===== src/rtl/m21_select_arbiter.sv =====
// Round-robin arbiter for the two sources of the m21 2:1 mux.
// Registered one-hot grant plus mux select; grants persist until release or hold-limit preemption.
module m21_select_arbiter #(
    parameter int unsigned MAX_HOLD = 8,
    parameter int unsigned CW       = $clog2(MAX_HOLD + 1)
) (
    input  logic       clk,
    input  logic       rst,
    input  logic [1:0] req,
    input  logic       done,
    output logic [1:0] gnt,
    output logic       select,
    output logic       busy
);

    typedef enum logic [1:0] {
        IDLE = 2'd0,
        GNT0 = 2'd1,
        GNT1 = 2'd2
    } state_t;

    localparam logic [CW-1:0] HOLD_LAST = CW'(MAX_HOLD - 1);

    state_t        state, state_nxt;
    logic          last, last_nxt;
    logic [CW-1:0] hold_cnt, hold_cnt_nxt;
    logic [1:0]    gnt_nxt;
    logic          select_nxt;
    logic          busy_nxt;

    logic          owner;
    logic          pick_from;
    logic          pick_vld;
    logic          pick_idx;
    logic          rel;
    logic          pre;

    // pick() priority base is `last` in IDLE and the current owner in a grant state,
    // since a release/preempt makes the owner the new `last` on the same edge.
    always_comb begin
        owner     = (state == GNT1);
        pick_from = (state == IDLE) ? last : owner;
        pick_vld  = |req;
        pick_idx  = req[~pick_from] ? ~pick_from : pick_from;
        rel       = done | ~req[owner];
        pre       = (hold_cnt == HOLD_LAST) & req[~owner];
    end

    always_comb begin
        state_nxt    = state;
        last_nxt     = last;
        hold_cnt_nxt = hold_cnt;
        case (state)
            IDLE: begin
                if (pick_vld) begin
                    state_nxt    = pick_idx ? GNT1 : GNT0;
                    hold_cnt_nxt = '0;
                end
            end
            GNT0, GNT1: begin
                if (rel | pre) begin
                    last_nxt = owner;
                    if (pick_vld) begin
                        state_nxt    = pick_idx ? GNT1 : GNT0;
                        hold_cnt_nxt = '0;
                    end else begin
                        state_nxt = IDLE;
                    end
                end else if (hold_cnt != HOLD_LAST) begin
                    hold_cnt_nxt = hold_cnt + 1'b1;
                end
            end
            default: begin
                state_nxt = IDLE;
            end
        endcase
    end

    // Outputs are decoded from the next state so they flip on the same edge as the state.
    always_comb begin
        gnt_nxt    = 2'b00;
        select_nxt = select;
        busy_nxt   = 1'b0;
        case (state_nxt)
            GNT0: begin
                gnt_nxt    = 2'b01;
                select_nxt = 1'b0;
                busy_nxt   = 1'b1;
            end
            GNT1: begin
                gnt_nxt    = 2'b10;
                select_nxt = 1'b1;
                busy_nxt   = 1'b1;
            end
            default: begin
                gnt_nxt  = 2'b00;
                busy_nxt = 1'b0;
            end
        endcase
    end

    always_ff @(posedge clk or posedge rst) begin
        if (rst) begin
            state    <= IDLE;
            last     <= 1'b1;
            hold_cnt <= '0;
            gnt      <= 2'b00;
            select   <= 1'b0;
            busy     <= 1'b0;
        end else begin
            state    <= state_nxt;
            last     <= last_nxt;
            hold_cnt <= hold_cnt_nxt;
            gnt      <= gnt_nxt;
            select   <= select_nxt;
            busy     <= busy_nxt;
        end
    end

endmodule

===== config.mk =====
export PLATFORM = sky130hd
export DESIGN_NAME = m21_select_arbiter
export DESIGN_NICKNAME = d
export VERILOG_FILES = /design/src/rtl/m21_select_arbiter.sv
export SDC_FILE = /design/constraint.sdc
export NUM_CORES = 1
export LEC_CHECK = 0
export CORE_ASPECT_RATIO = 0.9
export CORE_UTILIZATION = 45
export CTS_CLUSTER_SIZE = 16
export DETAILED_ROUTE_END_ITERATION = 8
export GPL_TIMING_DRIVEN = 1
export PLACE_DENSITY = 0.74
export SYNTH_ARGS = -nofsm -noshare
export SYNTH_HDL_FRONTEND = slang
export SYNTH_SLANG_ARGS = --single-unit

===== constraint.sdc =====
create_clock -name clk -period 2.97 [get_ports clk]
set_clock_uncertainty 0.2 [all_clocks]
set_input_delay 0.4455 -clock clk [delete_from_list [all_inputs] [get_ports clk]]
set_output_delay 0.4455 -clock clk [all_outputs]
set_load 0.02 [all_outputs]

## After elaboration in Yosys (flattened, before gate mapping)

Index checks and enable logic that the tools add are counted.

- $lt $le $gt $ge: 3
- Bitwise gates (word level): 6
- Reductions and logical operators: 8
- Multiplexer cells: 20
- Eq/ne operators: 7
- Add/sub/neg operators: 1

Operators with widths:

| cell | number |
|---|---|
| two-way mux 4 bit | 3 |
| two-way mux 1 bit | 9 |
| two-way mux 2 bit | 4 |
| one-hot mux 2 bit (2 select lines) | 2 |
| one-hot mux 4 bit (2 select lines) | 1 |
| less-than comparator 1 x 2 -> 1 bit (second input constant) | 3 |
| OR reduction 2 bit | 3 |
| adder 4 x 1 -> 4 bit (second input constant) | 1 |
| equality test 2 x 1 -> 1 bit (second input constant) | 2 |
| equality test 2 bit (second input constant) | 2 |
| equality test 4 x 3 -> 1 bit (second input constant) | 1 |
| inequality test 4 x 3 -> 1 bit (second input constant) | 1 |
| AND reduction 2 bit | 2 |
| nonzero test 2 bit | 2 |
| inequality test 3 bit (second input constant) | 1 |
| inverter 1 bit | 3 |
| logical NOT 2 bit | 1 |
| bitwise OR 1 bit | 2 |
| one-hot mux 1 bit (2 select lines) | 1 |
| AND 1 bit | 1 |

- Register bits: 11
- Output and inout bits: 4
- Word-level logic and storage cells: 51

## Depth between registers and ports, before layout

- Word-level depth: 13
- Gate-level depth with buffers: 8

## Worst setup path after synthesis

Ideal clock, no wire load.

- Path type: reg-to-reg
- From: register state[0]
- To: register select
- Data arrival time: 2.000 ns
- Cell stages (with the launch flop): 9
- Data required time: 2.645 ns
- Path slack: 0.646 ns
- Period minus slack after synthesis: 2.324 ns
- Library setup time: 0.125 ns
- Cell sequence: dfrtp_1 -> inv_1 -> ha_1 -> and3b_1 -> a22oi_2 -> o2111ai_1 -> and3_1 -> ha_1 -> mux2_2

- Cells in the longest elaborated chain, start to end: 11

Ends and longest elaborated chain:

| what | line | RTL |
|---|---|---|
| from (decl) | 24 | `state_t state, state_nxt;` |
| from (signal assigned) | 111 | `state <= state_nxt;` |
| equality test 2 bit (*) | 41 | `owner = (state == GNT1);` |
| via owner | 31 | `logic owner;` |
| two-way mux 1 bit | 42 | `pick_from = (state == IDLE) ? last : owner;` |
| two-way mux 1 bit (not written as such) (2 in a row) | 44 | `pick_idx = req[~pick_from] ? ~pick_from : pick_from;` |
| two-way mux 1 bit | 44 |  |
| two-way mux 2 bit | 56, 64 |  |
| two-way mux 2 bit | 63 | `if (pick_vld) begin` |
| two-way mux 2 bit | 61 | `if (rel \| pre) begin` |
| one-hot mux 2 bit (2 select lines) (*) | 53 | `case (state)` |
| equality test 2 bit / equality test 2 x 1 -> 1 bit (equally long branches) | 84 | `case (state_nxt)` |
| one-hot mux 1 bit (2 select lines) / nonzero test 2 bit (equally long branches) | -- |  |
| to (signal assigned) | 115 | `select <= select_nxt;` |
| to (decl) | 12 | `output logic select,` |

The timed path passes the listed nets; every way through them passes the cells marked *. The select of a mux whose other input is x is not followed.
A chain may end at the register's enable or synchronous reset.

## Worst setup path in the final report

- From: input req[0]
- To: register select

- Cells in the longest elaborated chain, start to end: 9

Ends and longest elaborated chain:

| what | line | RTL |
|---|---|---|
| from (decl) | 9 | `input logic [1:0] req,` |
| two-way mux 1 bit (on tied branches) (2 in a row) | 44, 45 |  |
| two-way mux 1 bit / inverter 1 bit (equally long branches) | 44, 45 |  |
| two-way mux 2 bit / bitwise OR 1 bit (equally long branches) | 56, 64, 45 |  |
| two-way mux 2 bit / bitwise OR 1 bit (equally long branches) | 63, 61 |  |
| two-way mux 2 bit | 61 |  |
| one-hot mux 2 bit (2 select lines) (*) | 53 |  |
| equality test 2 bit / equality test 2 x 1 -> 1 bit (equally long branches) | 84 |  |
| one-hot mux 1 bit (2 select lines) / nonzero test 2 bit (equally long branches) | -- |  |

Mark *: on every way between the ends. The rest lies on a longest branch, timed or not. The select of a mux whose other input is x is not followed.

==> results.yml <==
synthesis:
  synth_edf_count: 0
  synth_adder_area_share_pct: 10.9
  synthesis.area_um2: 691
  post-synth-top-area-cell: "dfrtp_1"
  synth_compound_area_share_pct: 16.3
  synth_top_area_share_pct: 36.2
  synth_top_family_by_area: "simple AND/OR/NAND/NOR gates"
  ys.flop_type: "dfrtp_1"
  muxShareOfSynthArea_pct: 6.88
  synthTopCellsByArea: "dfrtp_1 36%, ha_1 11%, inv_1 4.3%"
  ys_types: 31
  synthXorXnorAreaFrac_pct: 0
  async_reset_ff_share_pct: 100
  yosys_warnings: 0
  syn_nets: 79
  synth_cells: 68
  yosys.area_share.simple_pct: 20.8
  ys_ff_latch: 11
  yosysSeqAreaShare_pct: 40.0
  synth_area_per_cell_um2: 10.2
place:
  dp_cells: 90
  post_dp_cell_area_um2: 785
  dp_hpwl_um: 964
  portBuffers: 8
  gp_congestion: 0.767
run:
  maxCapViolCount: 0
global_routing:
  antenna_found_initial: 0
  grt_max_degree: 12
  grt-ovfl-total: 0
  grt_pass1_wl_um: 2230
  grt_pass1_vias: 508
  grt_use_total_pct: 17.9
worst_setup_path:
  path_class: "in2reg"
  crit_path_end_kind: "register"
  slowest_stage: "clkdlybuf4s50_1"
  slowest_delay_ns: 0.59
  worstPathMaxFanout: 7
  required_ns: 2.92
  startpoint_type: "input pin"
  path_cells: "clkdlybuf4s50_1, nand4b_1, a22oi_2, o2111ai_1, and3_1, ha_1, mux2_2"
  crit_family: "buffers and inverters"
  crit_buf_inv: 1
  arrival_ns: 2.53
sta:
  rsz0062_at_grt: "no"
  finalCritPeriodShare_pct: 87.0
  worst_pin_slew_ns: 0.399
  clock.fmax_mhz: 387
  maxSlewViolCount: 0
  setup_viol: 0
  fin_setup_tns_ns: 0
  slew_headroom_pct: 73.4
  finalCriticalPeriod_ns: 2.58
  final-hold-violation-count: 0
floorplan:
  start_util_pct: 48.3
  io_pins: 9
  dieArea_um2: 1700
  fp.coreArea_um2: 1430
  fp.dieW_um: 43.3
  std_cell_rows: 13
  die_height_um: 39.2
final_layout:
  antenna_cells: 0
  layout.nets: 91
  fin_area_um2: 811
  area_growth_pct: 17.4
  stdcell_count: 94
  layout-drive-gt1-share_pct: 13.9
  fill_cells: 132
detailed_routing:
  drc: 0
  drt_wl_total_um: 1310
  viasPerCell: 5.86
  dr.pass1.iters: 4
  ant_nets: 0
  drtIter0Drc: 18
  num_vias: 551
  wire_per_inst_um: 13.9
clock_network:
  clk-insertion-delay-late_ns: 0.26
  cts_root_buf: "clkbuf_4"
  cts_made_buffers: 3
  cts_tree: "done"
  cts.sinks: 11
  clockBufferDepth: 2
  clk_pin_slew_ns: 0.06
  ctsResizeCount: 0
  postCtsSetupBuffers: 0
  hold_buffers: 0
  cts-htree-levels: 1
pwr:
  irDropWorstVdd_v: 0.000587
  power_density_nw_per_um2: 986
  leakage_nw: 0.366
status:
  status: "finished clean"
min_path:
  min_path_type: "in2async"
## cells in the mapped netlist, types with 2 or more instances
master / count
a31oi_1: 4
and3_1: 2
dfrtp_1: 10
ha_1: 6
inv_1: 8
mux2_2: 2
nand2_1: 2
nand2b_1: 2
nand3_1: 5
nand3b_1: 3
nand4b_1: 2
nor2_1: 2
o22ai_1: 2
## cells by family (layout without fill, tap and decap cells)
logic type / after synthesis / in the layout
compound gates: 15 / 15
buf+inv: 9 / 20
flops: 11 / 11
fa+ha+maj: 6 / 6
simple gates: 23 / 23
mux: 4 / 4
## area by class of cell
type | instances | area [um^2] | area share, %
clock buffers | 4 | 26.3 | 3.24
inverters | 8 | 30.0 | 3.70
multi-input cells | 48 | 379 | 46.8
flip-flops and latches | 11 | 277 | 34.1
well taps | 15 | 18.8 | 2.31
repair buffers | 8 | 80.1 | 9.88
## metrics by stage
step,total power [mW],worst slack (ns),utilization (%),hold slack [ns]
6_report,0.799,0.385,56.6,0.268
5_1_grt,0.867,0.307,56.6,0.302
4_1_cts,0.805,0.419,56.6,0.268
3_5_place_dp,0.698,0.133,54.8,0.303
3_3_place_gp,0.690,0.154,54.8,0.293
2_1_floorplan,0.580,0.646,-,0.0972
## state kept, by name (all words and copies together), names as in the netlist
register  flops
busy          1
hold_cnt      4
last          1
gnt           2
state         2
select        1
## power breakdown
part / switching, mW / internal (mW)
clock network: 0.0454 / 0.0519
logic: 0.247 / 0.214
registers: 0.0329 / 0.207
total: 0.325 / 0.474
## worst reg2reg max path, delay by kind of cell, from the launching register on
family	cells	cell delay, ns
adder cells (fa/ha/maj)	2	0.55
AO/OA/AOI/OAI	2	0.45
buffers and inverters	1	0.08
AND/OR/NAND/NOR	2	0.44
flip-flops	1	0.40
multiplexers	1	0.33
## cell usage in the layout (no fill, tap or decap), types with 2 or more instances in the layout
master,netlist,final
nand2b_1,2,2
dfrtp_1,10,10
nand3_1,5,5
nand4b_1,2,2
nand3b_1,3,3
mux2_2,2,2
clkbuf_4,0,3
inv_1,8,8
clkdlybuf4s50_1,0,8
ha_1,6,6
nand2_1,2,2
o22ai_1,2,2
and3_1,2,2
nor2_1,2,2
a31oi_1,4,4
## metal layers
| layer | track usage (%) | vias up | part of all wire [%] |
|---|---|---|---|
| met5 | 0 | - | 0 |
| met4 | 9.85 | 0 | 0.46 |
| met3 | 1.40 | 2 | 5.1 |
| met2 | 27.2 | 22 | 45 |
| met1 | 25.2 | 255 | 50 |
| li1 | - | 272 | - |
## worst paths after layout
kind / startpoint / to / slack (ns) / cells past startpoint
worst max-delay path: req[0] / select / 0.39 / 7
worst min-delay path: rst / busy / 0.27 / 2
worst max register to register: state[0] / select / 0.41 / 8
worst min register to register: select / select / 0.31 / 1
min in group clk: select / select / 0.31 / 1
max in group asynchronous: rst / last / 1.99 / 2
Note: power is estimated with default switching activity, not from simulation.
